$ cat src/rtl/fifo_pkg.sv
// Shared types and default sizing for the programmable synchronous FIFO.
package fifo_pkg;

    typedef enum logic [0:0] {
        FIFO_STD,
        FIFO_FWFT
    } fifo_mode_e;

    localparam int unsigned FIFO_WIDTH_DEF = 16;
    localparam int unsigned FIFO_DEPTH_DEF = 8;

endpackage

$ cat src/rtl/fifo_mem.sv
// FIFO storage: synchronous write port, asynchronous read port.
module fifo_mem #(
    parameter int unsigned WIDTH = 16,
    parameter int unsigned DEPTH = 8,
    localparam int unsigned AW   = $clog2(DEPTH)
) (
    input  logic             clk,
    input  logic             wr_en,
    input  logic [AW-1:0]    wr_addr,
    input  logic [WIDTH-1:0] wr_data,
    input  logic [AW-1:0]    rd_addr,
    output logic [WIDTH-1:0] rd_data
);

    logic [WIDTH-1:0] mem_q [DEPTH];

    // No reset: contents are logically discarded via the pointers.
    always_ff @(posedge clk) begin
        if (wr_en) begin
            mem_q[wr_addr] <= wr_data;
        end
    end

    assign rd_data = mem_q[rd_addr];

endmodule

$ cat src/rtl/sync_fifo_prog.sv
// Single-clock FIFO with programmable almost flags and standard or first-word-fall-through reads.
module sync_fifo_prog
    import fifo_pkg::*;
#(
    parameter int unsigned FIFO_WIDTH = FIFO_WIDTH_DEF,
    parameter int unsigned FIFO_DEPTH = FIFO_DEPTH_DEF,
    parameter int unsigned AF_LEVEL   = FIFO_DEPTH - 1,
    parameter int unsigned AE_LEVEL   = 1,
    parameter fifo_mode_e  MODE       = FIFO_STD
) (
    input  logic                          clk,
    input  logic                          rst,
    input  logic [FIFO_WIDTH-1:0]         data_in,
    input  logic                          wr_en,
    input  logic                          rd_en,
    output logic [FIFO_WIDTH-1:0]         data_out,
    output logic [$clog2(FIFO_DEPTH):0]   count,
    output logic                          full,
    output logic                          empty,
    output logic                          almostfull,
    output logic                          almostempty,
    output logic                          wr_ack,
    output logic                          overflow,
    output logic                          underflow
);

    localparam int unsigned AW = $clog2(FIFO_DEPTH);
    localparam int unsigned CW = AW + 1;

    if ((FIFO_DEPTH < 4) || ((FIFO_DEPTH & (FIFO_DEPTH - 1)) != 0)) begin : g_bad_depth
        $error("sync_fifo_prog: FIFO_DEPTH must be a power of two and at least 4");
    end
    if (AE_LEVEL >= AF_LEVEL) begin : g_bad_levels
        $error("sync_fifo_prog: AE_LEVEL must be below AF_LEVEL");
    end

    logic [AW-1:0]         wr_ptr_q, rd_ptr_q;
    logic [CW-1:0]         count_q;
    logic [FIFO_WIDTH-1:0] data_out_q;
    logic [FIFO_WIDTH-1:0] head;
    logic                  wr_ack_q, overflow_q, underflow_q;
    logic                  wr_accept, rd_accept;

    assign empty       = (count_q == '0);
    assign full        = (count_q == CW'(FIFO_DEPTH));
    assign almostfull  = (count_q >= CW'(AF_LEVEL));
    assign almostempty = (count_q <= CW'(AE_LEVEL));

    // A read frees the slot the simultaneous write lands in, so full does not block it.
    assign rd_accept = rd_en && !empty;
    assign wr_accept = wr_en && (!full || rd_accept);

    fifo_mem #(
        .WIDTH (FIFO_WIDTH),
        .DEPTH (FIFO_DEPTH)
    ) u_mem (
        .clk     (clk),
        .wr_en   (wr_accept),
        .wr_addr (wr_ptr_q),
        .wr_data (data_in),
        .rd_addr (rd_ptr_q),
        .rd_data (head)
    );

    always_ff @(posedge clk) begin
        if (rst) begin
            wr_ptr_q    <= '0;
            rd_ptr_q    <= '0;
            count_q     <= '0;
            data_out_q  <= '0;
            wr_ack_q    <= 1'b0;
            overflow_q  <= 1'b0;
            underflow_q <= 1'b0;
        end else begin
            if (wr_accept) begin
                wr_ptr_q <= wr_ptr_q + 1'b1;
            end
            if (rd_accept) begin
                rd_ptr_q <= rd_ptr_q + 1'b1;
            end
            if (wr_accept && !rd_accept) begin
                count_q <= count_q + 1'b1;
            end else if (rd_accept && !wr_accept) begin
                count_q <= count_q - 1'b1;
            end
            // FWFT tracks the visible head so the last shown word persists once empty.
            if (MODE == FIFO_FWFT) begin
                if (!empty) begin
                    data_out_q <= head;
                end
            end else if (rd_accept) begin
                data_out_q <= head;
            end
            wr_ack_q    <= wr_accept;
            overflow_q  <= wr_en && !wr_accept;
            underflow_q <= rd_en && empty;
        end
    end

    assign data_out  = ((MODE == FIFO_FWFT) && !empty) ? head : data_out_q;
    assign count     = count_q;
    assign wr_ack    = wr_ack_q;
    assign overflow  = overflow_q;
    assign underflow = underflow_q;

endmodule

$ cat config.mk
export PLATFORM = sky130hd
export DESIGN_NAME = sync_fifo_prog
export DESIGN_NICKNAME = d
export VERILOG_FILES = /design/src/rtl/fifo_pkg.sv /design/src/rtl/fifo_mem.sv /design/src/rtl/sync_fifo_prog.sv
export SDC_FILE = /design/constraint.sdc
export NUM_CORES = 1
export LEC_CHECK = 0
export BUFFER_PORTS_ARGS = -buffer_cell sky130_fd_sc_hd__buf_2
export CORE_MARGIN = 4
export CORE_UTILIZATION = 55
export CTS_BUF_LIST = sky130_fd_sc_hd__clkbuf_8
export CTS_CLUSTER_DIAMETER = 40
export DETAILED_ROUTE_END_ITERATION = 12
export PLACE_DENSITY = 0.78
export SETUP_SLACK_MARGIN = 0.05
export SLEW_MARGIN = 15
export SYNTH_ARGS = -nofsm -noshare
export SYNTH_HDL_FRONTEND = slang
export SYNTH_SLANG_ARGS = --single-unit
$ cat constraint.sdc
create_clock -name clk -period 4 [get_ports clk]
set_input_delay 0.4 -clock clk [delete_from_list [all_inputs] [get_ports clk]]
set_output_delay 0.4 -clock clk [all_outputs]
set_load 0.02 [all_outputs]
-- After elaboration in Yosys (flattened, before gate mapping)
Memory sizes are Yosys's and may differ from the RTL's. A register that Yosys moved wholly into a read port is not among the register bits.
Index checks and enable logic that the tools add are counted.
- register bits: 13
- bits in writable memories: 128
- input bits: 20
- output and inout bits: 27
- logic and storage cells: 31
- memories kept: 1
- add/sub/neg operators: 4
- $lt $le $gt $ge: 2
- equality and inequality tests: 1
- multiplexer cells: 4
- reductions and logical operators: 13
- memories (name ; depth ; bits a word ; rd ports ; clocked after Yosys merged registers in ; write ports ; line ; RTL):
    u_mem.mem_q ; 8 ; 16 ; 1 ; 1 ; 1 ; fifo_mem.sv:15 ; logic [WIDTH-1:0] mem_q [DEPTH];
- operator list (operator ; count):
    2-to-1 mux 4 bit ; 2
    adder 3 x 1 -> 3 bit (second input constant) ; 2
    logical AND 1 bit ; 6
    adder 4 x 1 -> 4 bit (second input constant) ; 1
    == test 4 bit (second input constant) ; 1
    >= comparator 4 x 3 -> 1 bit (second input constant) ; 1
    less-or-equal comparator 4 x 1 -> 1 bit (second input constant) ; 1
    zero test 1 bit ; 4
    zero test 4 bit ; 1
    subtractor 4 x 1 -> 4 bit (second input constant) ; 1
    2-to-1 mux 1 bit ; 2
    nonzero test 2 bit ; 1
    logical OR 1 bit ; 1

-- Depth between registers and ports, before layout
Gate-level depths: netlist (run 1).
- depth in word-level cells: 9
- depth in mapped cells: 10
- mapped depth without buffers: 10

-- Hierarchy
A second synthesis (run 1) with hierarchy kept.
- cells, all modules: 344
- area total of the unflattened synthesis: 6301.0 µm²
- by module, submodules not included (module ; instances ; cells an instance ; area each (µm²) ; sequential area each (µm²)):
    fifo_mem ; 1 ; 198 ; 4973.5 ; 3843.7
    sync_fifo_prog ; 1 ; 146 ; 1327.5 ; 580.6

-- Worst setup path after synthesis (run 1)
Ideal clock, no wire load.
- kind: reg-to-reg
- from: reg count_q[0], in the netlist count[0]
- to: mem u_mem.mem_q[0][0], enable pin
- setup time: 0.430 ns
- data arrival time: 2.713 ns
- required time: 3.570 ns
- slack: 0.857 ns
- cell stages (with the launch flop): 6
- buffers on the path: 0
- period minus slack after synthesis: 3.143 ns
- cells stage by stage: dfxtp_1 > inv_1 > ha_1 > nand3b_1 > o21ai_1 > nor4_1
- longest elaborated chain between the ends: 7
- elaborated cells between the ends (all ways): 9
- classes of those cells: 1 x eq/ne; 2 x mux; 6 x reduce/logical
- RTL lines (what ; line ; RTL):
    start, declared ; sync_fifo_prog.sv:38 ; logic [CW-1:0] count_q;
    start signal, assigned ; sync_fifo_prog.sv:82 ; count_q <= count_q + 1'b1;
    start signal, assigned ; sync_fifo_prog.sv:84 ; count_q <= count_q - 1'b1;
    zero test 4 bit ; sync_fifo_prog.sv:44 ; assign empty = (count_q == '0);
    zero test 1 bit ; sync_fifo_prog.sv:50 ; assign rd_accept = rd_en && !empty;
    logical AND 1 bit ; sync_fifo_prog.sv:50 ;
    logical OR 1 bit (*) ; sync_fifo_prog.sv:51 ; assign wr_accept = wr_en && (!full || rd_accept);
    logical AND 1 bit (*) ; sync_fifo_prog.sv:51 ;
    2-to-1 mux 1 bit (*) ; fifo_mem.sv:19 ; if (wr_en) begin
    2-to-1 mux 1 bit (not written as such) (*) ; fifo_mem.sv:20 ; mem_q[wr_addr] <= wr_data;
    end, declared ; fifo_mem.sv:15 ;
Every way passes the cells marked *; elsewhere a longest branch is shown, timed or not.

-- Worst setup path in the final report (run 1)
- from: reg count_q[0], in the netlist count[0]
- to: mem u_mem.mem_q[3][15], enable pin
- longest elaborated chain between the ends: 7
- elaborated cells between the ends (all ways): 9
- classes of those cells: 1 x eq/ne; 2 x mux; 6 x reduce/logical
- RTL lines (what ; line ; RTL):
    zero test 4 bit ; sync_fifo_prog.sv:44 ;
    zero test 1 bit ; sync_fifo_prog.sv:50 ;
    logical AND 1 bit ; sync_fifo_prog.sv:50 ;
    logical OR 1 bit (*) ; sync_fifo_prog.sv:51 ;
    logical AND 1 bit (*) ; sync_fifo_prog.sv:51 ;
    net u_mem.wr_en ; fifo_mem.sv:8 ; input logic wr_en,
    2-to-1 mux 1 bit (*) ; fifo_mem.sv:19 ;
    2-to-1 mux 1 bit (not written as such) (*) ; fifo_mem.sv:20 ;
Mark *: on every way through the listed nets, which the timed path passes. The rest lies on a longest branch.

==> results of run 1 <==
-- layout make-up --
type                            instances  area, µm²
Multi-Input combinational cell        179       1510
Clock inverter                         13        186
Tap cell                              136        170
Fill cell                             724       3630
Sequential cell                       157       4430
Inverter                                5       20.0
Timing Repair Buffer                   56        305
Clock buffer                           19        262
-- how the worst max path moves through the flow --
stage	from	endpoint	slack [ps]
floorplan	count[0]$_SDFFE_PP0P_	u_mem.mem_q[0][0]$_DFFE_PP_	860
global route	count[0]$_SDFFE_PP0P_	u_mem.mem_q[3][15]$_DFFE_PP_	940
CTS	count[0]$_SDFFE_PP0P_	u_mem.mem_q[3][15]$_DFFE_PP_	1140
detailed placement	count[0]$_SDFFE_PP0P_	u_mem.mem_q[3][5]$_DFFE_PP_	1170
finish	count[0]$_SDFFE_PP0P_	u_mem.mem_q[3][15]$_DFFE_PP_	1140
global placement	count[0]$_SDFFE_PP0P_	u_mem.mem_q[3][4]$_DFFE_PP_	1320
-- cell families (layout without fill, tap and decap cells) --
group / after synthesis / in the layout / share of synthesized area (%)
buf+inv: 24 / 93 / 2.16
mux: 65 / 65 / 10.8
compound gates: 58 / 58 / 7.74
fa+ha+maj: 7 / 7 / 1.45
flops: 157 / 157 / 73.4
xor+xnor: 7 / 7 / 1.02
simple gates: 42 / 42 / 3.47
-- state kept, by name, indices dropped and copies added (netlist names) --
register     cells
data_out        16
rd_ptr_q         3
u_mem.mem_q    128
count            4
wr_ptr_q         3
underflow        1
wr_ack           1
overflow         1
-- power by group through the flow --
stage | registers, µW | logic, µW | clock network [µW]
after floorplan | 2110 | 786 | 0
after global placement | 2170 | 954 | 0
after detailed placement | 2180 | 986 | 0
after CTS | 2150 | 994 | 1310
after global routing | 2170 | 1070 | 1390
final | 2150 | 983 | 1290
-- metal layers --
layer,vias to the layer above,track usage [%]
met2,94,32.5
met4,0,6.49
met1,1655,24.7
met5,-,0
li1,1530,-
met3,4,5.99
-- synth_stat cells (2+ instances only) --
library cell  count  area (µm²)
buf_2             5        25.0
inv_1             4        15.0
a32o_1           16         160
xnor2_1           2        17.5
mux2i_1          65         651
nor2_1           15        56.3
clkbuf_1          6        22.5
nand2_1           6        22.5
nand2b_1          3        18.8
clkbuf_2          2        10.0
xor2_1            5        43.8
buf_6             2        22.5
nor3_1            5        25.0
ha_1              7        87.6
buf_4             4        30.0
nand3_1           2        10.0
a21oi_1           5        25.0
a22oi_1          32         240
dfxtp_1          29         581
nor2b_1           2        12.5
edfxtp_1        128        3840
-- per-stage QoR --
step | utilization (%) | setup WS (ps)
finish | 65.4 | 1140
global route | 65.4 | 936
CTS | 65.4 | 1140
detailed placement | 61.2 | 1170
global placement | 61.2 | 1320
floorplan | - | 857
==> results.md, run 1 <==
- The flow ran to the end, and the final reports show no timing, DRC or antenna violations.
- In this run, post-CTS hold repair placed 0 buffers.
- The internal power contribution is 3080 µW.
- For this run the aggregate overflow at the end of global routing stands at 0.
- The proportion of power drawn by flip-flops and latches is 48.5%.
- Counting flops with a built-in enable in the synthesized netlist gives 128.
- The clock tree root buffer cell is clkbuf_8.
- The post-detailed-route wirelength per cell is 21.0 µm.
- The area of the mapped netlist is 6030 µm².
- In this run the power density over the cells is 643 nW/µm².
- The Yosys step of the flow raised 0 warnings.
- The routed length on met1 is 4880 µm.
- The clock buffer count from CTS is 17.
- STA classifies the critical path endpoint as a flip-flop.
- The post-placement cell count is 533.
- The power spent charging and discharging nets is 1340 µW.
- The fraction of power consumed by the clock network is 29.2%.
- The total number of vias is 3,283.
- In this design, the largest share of critical-path delay is due to simple AND/OR/NAND/NOR gates.
- The maximum number of buffers from clock root to sink is 2.
- The library cells used most frequently in the layout, excluding fill and tap cells, are edfxtp_1 (128), mux2i_1 (65), buf_2 (46).
- In this design, the critical path's most frequently occurring cell is inv_1.
- Routed signal wires occupy layers up through met4.
- The floorplan step defined a die boundary enclosing 12,700 µm².
- At the end of the flow, the number of nets in the layout was 443.
- The capture instance of the worst register-to-register path is u_mem.mem_q[3][15]$_DFFE_PP_.
- The number of max-slew violations in the final report is 0.
- The clock period minus worst slack is 2860 ps.
- The finished layout holds 565 standard cells, fillers aside.
- Measured against its own limit, the worst slew margin works out to 23.1%.
- For this block, the initial DRC count from the detailed router was 235.
- The hold path startpoint is data_in[0].
- The power after layout is 4420 µW.
- The initial antenna violation count came to 0.
- Synthesis produced 360 cells.
- STA classifies the critical path startpoint as a flip-flop.
- Wire segments on met2 add up to 6200 µm in the final route.
- In this run the tool buffered the top-level ports with 46 buffer cells.
- After clock tree synthesis, the repair step resized 0 gates.
- The total DRC errors in the routed layout is 0.
- The cell leakage power is 0.00238 µW.
- From bottom edge to top edge, the die measures 113 µm.
- The clock sink count is 157.
- The highest fanout seen on the critical path is 9.
- The class of the most critical hold timing path is input port to flip-flop.
- The slowest stage of the critical path belongs to the cell nor2_1.
- Setup repair after global routing left no endpoint under its margin.
- The routed length on met3 is 713 µm.
- In the final layout, the share of cells above drive strength 1 is 22.6%.
- The distinct cell type count after synthesis is 36.
- The worst path buffer plus inverter count is 3.
- The sequential area share after synthesis is 73.4%.
- Using the TritonRoute via totals, the vias-per-cell ratio works out to 5.81.
- Entering global routing, the biggest net connects 67 pins.
- For this block, the routed nets add up to 11,800 µm of wire.
- The via count of the first global-routing pass is 3,428.
- The core outline area is 10,500 µm².
- Walking the worst path, the cells encountered are inv_1 -> ha_1 -> nand3b_1 -> o21ai_1 -> inv_1 -> nand2_1 -> nor2_1 -> buf_4.
- The diode insertion count for antenna repair is 0.
- The top flip-flop cell by instance count after synthesis is edfxtp_1.
- The wire length of the first global-routing pass is 18,500 µm.
- The post-route clock skew is 15.6 ps.
- The proportion of register bits with asynchronous set or reset after synthesis is 0%.
- TritonCTS built the clock tree.
- The portion of total power attributed to combinational logic is 22.2%.
- The count of max-cap constraint violations is 0.
- The worst-skew pair later-pin latency is 430 ps.
- The aggregate negative setup slack is 0 ps.
- The synthesized area divided by synthesized cell count is 16.7 µm².
- The final-layout worst hold slack is 234 ps.
- The highest attainable clock frequency is 350 MHz.
- The iteration count of the initial detailed-routing pass is 4.
- The worst setup path is of the flip-flop to flip-flop kind.
- The number of instances on the worst hold path is 1.
- The arrival time of the worst setup path is 2990 ps.
- Of the total power, the share spent switching nets is 30.3%.
- Measured in cells, the most critical reg-to-reg path has a length of 8.
- The summed area of non-filler cells in the final layout is 6880 µm².
- The die is 113 µm wide.
- The number of H-tree levels is 4.
- The start of the worst register-to-register path is count[0]$_SDFFE_PP0P_.
- The share of the clock period used by the worst path after layout is 71.4%.
- The placer congestion estimate is 0.734.
- The most common library cell in the layout ignoring fill and taps is edfxtp_1.
- The wire-length estimate of the detail-placed layout is 6920 µm.
- Setup violations remaining at the end of the flow were counted as 0.
- The register clock-pin slew on the reported worst setup and hold paths is 90 ps.
- The count of boundary I/O pins is 47.
- Data on the critical path is required at its endpoint by 4140 ps.
- The total cell area at the placement stage is 6430 µm².
- Across all register-to-register paths, the minimum setup slack is 1140 ps.
- Relative to the synthesized area, the layout overhead comes to 14.1%.
- The initialized floorplan defines 37 standard-cell rows.
- The number of nets with antenna violations after detailed routing is 0.
- For the pin with the worst max-slew slack, the measured transition is 1150 ps.
- In this run, synthesis produced a sequential element count of 157.
- After clock tree synthesis, the setup repair step added 0 buffers.
- The effective utilization at floorplan is 57.4%.
- The global router's overall resource usage is 19.6%.
- The worst hold path terminates at u_mem.mem_q[4][0]$_DFFE_PP_.
- The post-synthesis net count is 387.
- The count of cell instances traversed by the critical path is 8.
- The hold violation count in the final report was 0.
- The delay of the slowest cell on the worst path is 720 ps.
- IR analysis of the VDD net gives a maximum drop of 415 µV.
Note: power is estimated with default switching activity, not from simulation.
==> run 2, diff against run 1 <==
==> constraint.sdc (replaced) <==
create_clock -name clk -period 2.9 [get_ports clk]
set_input_delay 0.29 -clock clk [delete_from_list [all_inputs] [get_ports clk]]
set_output_delay 0.29 -clock clk [all_outputs]
set_load 0.02 [all_outputs]
==> run 2 against run 1 <==
Effect of this change:
- die area unchanged
- register-to-register slack lost 660 ps
- clock-buffer cell count shrank 2
- non-clock buffer count grew 5
- first-iteration DRC count increased by 15%
- clock power up 31%
- clock skew fell by 6.0 ps
- maximum frequency increased by 18%
- sequential power is 33% higher
- largest cell class unchanged
==> results.md, run 2 (synthesis results as in run 1) <==
- The clock sink count is 157 (unchanged).
- Status: complete, no violations (unchanged).
- The start of the worst register-to-register path is count[0]$_SDFFE_PP0P_ (unchanged).
- The fraction of final layout cells with drive strength greater than 1 is 23.3% (was 22.6%).
- The total overflow reported by the global router was 0 (unchanged).
- The post-route clock skew came to 9.62 ps (was 15.6 ps).
- The final-layout worst hold slack is 113 ps (was 234 ps).
- The global router's overall resource usage is 18.9% (was 19.6%).
- The hold path startpoint is data_in[14] (was data_in[0]).
- The number of H-tree levels is 4 (unchanged).
- The average via count per standard cell is 5.82 (was 5.81).
- The number of cell rows is 37 (unchanged).
- The final layout net count is 448 (was 443).
- The most common library cell in the layout ignoring fill and taps is edfxtp_1 (unchanged).
- The fraction of power consumed by the clock network is 28.0% (was 29.2%).
- The highest fanout seen on the critical path was 7 (was 9).
- The post-detailed-route wirelength per cell was 20.3 µm (was 21.0 µm).
- The number of buffers inserted by post-CTS setup repair came to 0 (unchanged).
- The count of cells along the worst register-to-register path is 9 (was 8).
- The worst-skew pair later-pin latency is 440 ps (was 430 ps).
- The internal power contribution is 4150 µW (was 3080 µW).
- The placed wire-length estimate after detailed placement is 6610 µm (was 6920 µm).
- The largest voltage drop on the vdd net is 465 µV (was 415 µV).
- The height of the die is 113 µm (unchanged).
- The aggregate negative setup slack came to 0 ps (unchanged).
- The clock buffer count from CTS is 17 (unchanged).
- The flip-flop count of the largest register after layout is 128 (unchanged).
- The count of hold-fix buffers inserted at cts came to 0 (unchanged).
- The area growth from synthesis to layout is 14.6% (was 14.1%).
- The pin count of the biggest net entering global routing was 35 (was 67).
- The placer congestion estimate is 0.741 (was 0.734).
- The violation count after the first detailed-route iteration came to 270 (was 235).
- The cell with the biggest individual delay on the critical path is dfxtp_1 (was nor2_1).
- The net switching share of the total power came to 31.3% (was 30.3%).
- The category of the worst setup path launch point is a flip-flop (unchanged).
- The required arrival time at the worst endpoint was 3220 ps (was 4140 ps).
- The power spent charging and discharging nets is 1890 µW (was 1340 µW).
- The class of the most critical hold timing path is input port to flip-flop (unchanged).
- RSZ-0062 raised after global routing: false (unchanged).
- The number of nets with antenna violations after detailed routing is 0 (unchanged).
- The arrival time of the worst setup path is 2740 ps (was 2990 ps).
- The core outline area was 10,500 µm² (unchanged).
- The headroom to the max-slew limit was 44.5% (was 23.1%).
- The count of cell instances traversed by the critical path is 9 (was 8).
- The capture instance of the worst register-to-register path is count[3]$_SDFFE_PP0P_ (was u_mem.mem_q[3][15]$_DFFE_PP_).
- The count of boundary I/O pins came to 47 (unchanged).
- The proportion of power drawn by flip-flops and latches is 47.4% (was 48.5%).
- The delay of the slowest cell on the worst path is 450 ps (was 720 ps).
- The total DRC errors in the routed layout is 0 (unchanged).
- The initial antenna violation count came to 1 (was 0).
- The share of the clock period used by the worst path after layout is 83.4% (was 71.4%).
- The via count of the first global-routing pass is 3,420 (was 3,428).
- Crit path cell chain: inv_1 -> ha_1 -> or3b_1 -> nand2_1 -> ha_1 -> or4_1 -> a21oi_1 -> xnor2_1 -> nor2_1 (was inv_1 -> ha_1 -> nand3b_1 -> o21ai_1 -> inv_1 -> nand2_1 -> nor2_1 -> buf_4).
- The final count of negative-setup-slack endpoints came to 0 (unchanged).
- The clock tree root buffer cell is clkbuf_8 (unchanged).
- The routed length on met1 came to 5000 µm (was 4880 µm).
- The transition time of the tightest slew-check pin is 833 ps (was 1150 ps).
- The clock period minus worst slack is 2420 ps (was 2860 ps).
- The uppermost layer routed is met4 (unchanged).
- The effective utilization at floorplan is 57.4% (unchanged).
- The critical path's top delay family is simple AND/OR/NAND/NOR gates (unchanged).
- The highest attainable clock frequency is 413 MHz (was 350 MHz).
- The critical setup path kind is flip-flop to flip-flop (unchanged).
- The register clock-pin slew on the reported worst setup and hold paths came to 80 ps (was 90 ps).
- The detailed-route wire length is 11,600 µm (was 11,800 µm).
- The total number of vias is 3,326 (was 3,283).
- The portion of total power attributed to combinational logic is 24.6% (was 22.2%).
- The worst min-delay path endpoint is u_mem.mem_q[4][14]$_DFFE_PP_ (was u_mem.mem_q[4][0]$_DFFE_PP_).
- The clock tree from TritonCTS is yes (unchanged).
- The total die area came to 12,700 µm² (unchanged).
- The register-to-register setup slack came to 480 ps (was 1140 ps).
- The number of gates resized after CTS is 0 (unchanged).
- The power density over cell area came to 874 nW/µm² (was 643 nW/µm²).
- The count of max-cap constraint violations is 0 (unchanged).
- The routed length on met3 is 479 µm (was 713 µm).
- The met2 layer wire length in the routed design is 5900 µm (was 6200 µm).
- The largest register by flop count is u_mem.mem_q (unchanged).
- The element type at the critical path end is a flip-flop (unchanged).
- Commonest cells after routing, fill and taps aside: edfxtp_1 (128), mux2i_1 (65), buf_2 (46) (unchanged).
- The number of max-slew violations in the final report was 0 (unchanged).
- The width of the die is 113 µm (unchanged).
- The number of instances on the worst hold path is 1 (unchanged).
- The wire length of the first global-routing pass is 18,000 µm (was 18,500 µm).
- The most frequent cell on the critical path is ha_1 (was inv_1).
- The count of input and output buffers is 46 (unchanged).
- The cell leakage power is 0.00239 µW (was 0.00238 µW).
- The worst path buffer plus inverter count is 1 (was 3).
- The hold violation count in the final report is 0 (unchanged).
- The iteration count of the initial detailed-routing pass was 4 (unchanged).
- The maximum number of buffers from clock root to sink is 2 (unchanged).
-- run 2: cell types whose count changed in the layout (fill, tap and decap cells not counted), moves of 2 or more --
cell	delta
buf_4	+4
clkbuf_8	-2
clkinvlp_4	+2
inv_8	+2
-- run 2: cell type report --
type,instances,area [µm²]
Sequential cell,157,4430
Fill cell,693,3600
Multi-Input combinational cell,179,1510
Timing Repair Buffer,61,355
Clock buffer,17,234
Clock inverter,15,190
Tap cell,136,170
Inverter,5,20.0
Antenna cell,1,2.50
-- run 2: how the worst max path moves through the flow --
stage                                             end             startpoint  slack, ps
final                           count[3]$_SDFFE_PP0P_  count[0]$_SDFFE_PP0P_        480
after global routing            count[3]$_SDFFE_PP0P_  count[0]$_SDFFE_PP0P_        300
after CTS                       count[3]$_SDFFE_PP0P_  count[0]$_SDFFE_PP0P_        470
after detailed placement        count[3]$_SDFFE_PP0P_  count[0]$_SDFFE_PP0P_        490
after global placement          count[3]$_SDFFE_PP0P_  count[0]$_SDFFE_PP0P_        560
after floorplan           u_mem.mem_q[4][0]$_DFFE_PP_  count[0]$_SDFFE_PP0P_        160
-- run 2: layer usage --
metal  vias up  GRT usage [%]
met4         0           6.73
li1       1551              -
met1      1682           24.3
met3        17           4.76
met2        76           31.5
met5         -              0
-- run 2: per-stage QoR --
| step | std cells | utilization, % | cell area [µm²] | setup WS, ps | total power [µW] |
|---|---|---|---|---|---|
| final | 571 | 65.8 | 6910 | 480 | 6040 |
| after global routing | 571 | 65.8 | 6910 | 298 | 6330 |
| after CTS | 570 | 65.7 | 6910 | 473 | 6070 |
| after detailed placement | 538 | 61.7 | 6480 | 490 | 4400 |
| after global placement | 538 | 61.7 | 6480 | 559 | 4340 |
| after floorplan | 360 | - | 6040 | 156 | 3990 |
-- run 2: power by group through the flow --
stage	clock network (µW)	registers, µW	logic, µW
after global routing	1840	2890	1610
after detailed placement	0	2910	1490
final	1690	2860	1490
after CTS	1720	2860	1490
after global placement	0	2890	1440
after floorplan	0	2900	1090
==> run 3, diff against run 2 <==
==> constraint.sdc (replaced) <==
create_clock -name clk -period 2.5 [get_ports clk]
set_input_delay 0.25 -clock clk [delete_from_list [all_inputs] [get_ports clk]]
set_output_delay 0.25 -clock clk [all_outputs]
set_load 0.02 [all_outputs]
==> run 3 against run 2 <==
Effect of this change:
- via count increased by 0.36%
- routed wire length increased by 0.91%
- register-to-register slack got worse by 240 ps
- sequential power increased by 15%
- die area unchanged
- clock skew increased by 5.8 ps
- first-iteration DRC count decreased by 22%
- power increased by 14%
- global-route usage increased by 0.21 points
- worst setup slack got worse by 240 ps
- sequential cell count unchanged
- critical path type unchanged
- highest routed layer unchanged
==> results.md, run 3 (synthesis results as in run 1) <==
- The global-route track usage on met3 is 5.29% (was 4.76%).
- The start of the worst register-to-register path is count[1]$_SDFFE_PP0P_ (was count[0]$_SDFFE_PP0P_).
- The critical setup path kind was flip-flop to flip-flop (unchanged).
- The area growth from synthesis to layout is 14.7% (was 14.6%).
- The count of hold-fix buffers inserted at cts came to 0 (unchanged).
- The width of the die was 113 µm (unchanged).
- The number of nets with antenna violations after detailed routing came to 0 (unchanged).
- The clock sink count is 157 (unchanged).
- The power after layout came to 6870 µW (was 6040 µW).
- The number of buffers inserted by post-CTS setup repair is 0 (unchanged).
- The transition time of the tightest slew-check pin is 898 ps (was 833 ps).
- The clock tree root buffer cell is clkbuf_8 (unchanged).
- The share of the clock period used by the worst path after layout is 90.3% (was 83.4%).
- The launching element of the worst setup path is count[1]$_SDFFE_PP0P_ (was count[0]$_SDFFE_PP0P_).
- The clock period minus worst slack is 2260 ps (was 2420 ps).
- The placer congestion estimate is 0.769 (was 0.741).
- The final count of negative-setup-slack endpoints is 0 (unchanged).
- The cell leakage power came to 0.00240 µW (was 0.00239 µW).
- The count of input and output buffers is 46 (unchanged).
- The highest attainable clock frequency came to 443 MHz (was 413 MHz).
- The number of max-slew violations in the final report is 0 (unchanged).
- The total number of vias is 3,338 (was 3,326).
- The hold violation count in the final report was 0 (unchanged).
- The effective utilization at floorplan came to 57.4% (unchanged).
- The category of the worst setup path launch point was a flip-flop (unchanged).
- The placed wire-length estimate after detailed placement is 6850 µm (was 6610 µm).
- The via count of the first global-routing pass is 3,463 (was 3,420).
- The register clock-pin slew on the reported worst setup and hold paths is 90 ps (was 80 ps).
- The class of the most critical hold timing path was input port to flip-flop (unchanged).
- The largest register by flop count is u_mem.mem_q (unchanged).
- The global router's overall resource usage is 19.1% (was 18.9%).
- The count of max-cap constraint violations came to 0 (unchanged).
- The average via count per standard cell came to 5.81 (was 5.82).
- The number of cell rows was 37 (unchanged).
- The post-route non-filler standard cell count is 575 (was 571).
- Status: complete, no violations (unchanged).
- The utilization after layout came to 65.8% (about the same).
- The pin count of the biggest net entering global routing is 25 (was 35).
- The met1 capacity usage during global routing came to 24.5% (was 24.3%).
- The total overflow reported by the global router was 0 (unchanged).
- The height of the die came to 113 µm (unchanged).
- The final worst slack is 243 ps (was 480 ps).
- The total die area is 12,700 µm² (unchanged).
- The post-placement cell count is 543 (was 538).
- The flip-flop count of the largest register after layout came to 128 (unchanged).
- The headroom to the max-slew limit is 40.0% (was 44.5%).
- The worst-skew pair later-pin latency is 440 ps (about the same).
- The core outline area came to 10,500 µm² (unchanged).
- The highest fanout seen on the critical path is 6 (was 7).
- The required arrival time at the worst endpoint is 2820 ps (was 3220 ps).
- The most common library cell in the layout ignoring fill and taps is edfxtp_1 (unchanged).
- The worst-case setup slack after placement is 253 ps (was 490 ps).
- The fraction of final layout cells with drive strength greater than 1 is 25.3% (was 23.3%).
- The met2 usage in global routing is 32.2% (was 31.5%).
- The post-detailed-route wirelength per cell is 20.3 µm (about the same).
- The detailed-route wire length is 11,700 µm (was 11,600 µm).
- The power density over cell area came to 993 nW/µm² (was 874 nW/µm²).
- The maximum number of buffers from clock root to sink is 2 (unchanged).
- The largest voltage drop on the vdd net is 763 µV (was 465 µV).
- The hold path startpoint is data_in[13] (was data_in[14]).
- The most used routing layer is met2 (unchanged).
- The clock buffer count from CTS was 17 (unchanged).
- The diode insertion count for antenna repair is 0 (was 1).
- The number of H-tree levels is 4 (unchanged).
- The total DRC errors in the routed layout is 0 (unchanged).
- The violation count after the first detailed-route iteration is 210 (was 270).
- The clock tree from TritonCTS is yes (unchanged).
- The element type at the critical path end is a flip-flop (unchanged).
- RSZ-0062 raised after global routing: false (unchanged).
- The initial antenna violation count is 0 (was 1).
- The final-layout worst hold slack is 71.4 ps (was 113 ps).
- The wire length of the first global-routing pass is 18,400 µm (was 18,000 µm).
- The arrival time of the worst setup path was 2580 ps (was 2740 ps).
- The count of boundary I/O pins is 47 (unchanged).
- The iteration count of the initial detailed-routing pass is 4 (unchanged).
- Commonest cells after routing, fill and taps aside: edfxtp_1 (128), mux2i_1 (65), buf_2 (46) (unchanged).
- The final layout net count was 453 (was 448).
- The post-route clock skew is 15.4 ps (was 9.62 ps).
==> run 3: changes by cell type in the layout (fill, tap and decap cells not counted), sizes merged <==
cell / delta
bufinv: -2
clkinvlp: -2
clkinv: +3
inv: +1
buf: +5
diode: -1
==> run 3: routing by layer <==
layer  wire length [µm]  vias up  share of wire, %
met5                  0        -                 0
met4                110        0              0.94
met3                622       11               5.3
met2               6000       88                51
met1               4940     1681                42
li1                   -     1558                 -
==> run 3: final cells by class <==
cell class | instances | area (µm²)
clock buffers | 17 | 234
clock inverters | 15 | 151
fillers | 743 | 3590
inverters | 5 | 20.0
multi-input cells | 179 | 1520
flip-flops and latches | 157 | 4430
well taps | 136 | 170
repair buffers | 66 | 393
==> run 3: worst paths after layout <==
kind / to / slack (ps) / depth (start not counted)
worst max-delay path: count[3]$_SDFFE_PP0P_ / 240 / 10
worst min-delay path: u_mem.mem_q[0][13]$_DFFE_PP_ / 70 / 1
worst max register to register: count[3]$_SDFFE_PP0P_ / 240 / 10
worst min register to register: data_out[14]$_SDFFE_PP0P_ / 470 / 1
==> run 3: worst max-delay path, stage by stage (launching register included) <==
cell,delay (ps)
dfxtp_1,360
inv_1,120
ha_1,170
nand3b_1,150
o21ai_2,180
inv_1,110
ha_1,260
or4_1,420
a21oi_1,190
xnor2_1,130
nor2_1,50
==> run 3: report_power, final <==
group	switching (µW)	internal (µW)
Combinational	1010	780
Sequential	239	3050
Clock	969	819
==> run 3: repair_timing <==
item	CTS	global route
endpoints found under the hold margin	0	0
gates resized for setup	0	1
endpoints found under the setup margin	0	1
==> run 3: per-stage QoR <==
stage	setup TNS, ps	cell area (µm²)
after global placement	0	6530
after detailed placement	0	6530
after global routing	0	6920
final	0	6920
after CTS	0	6910
after floorplan	-11700	6050
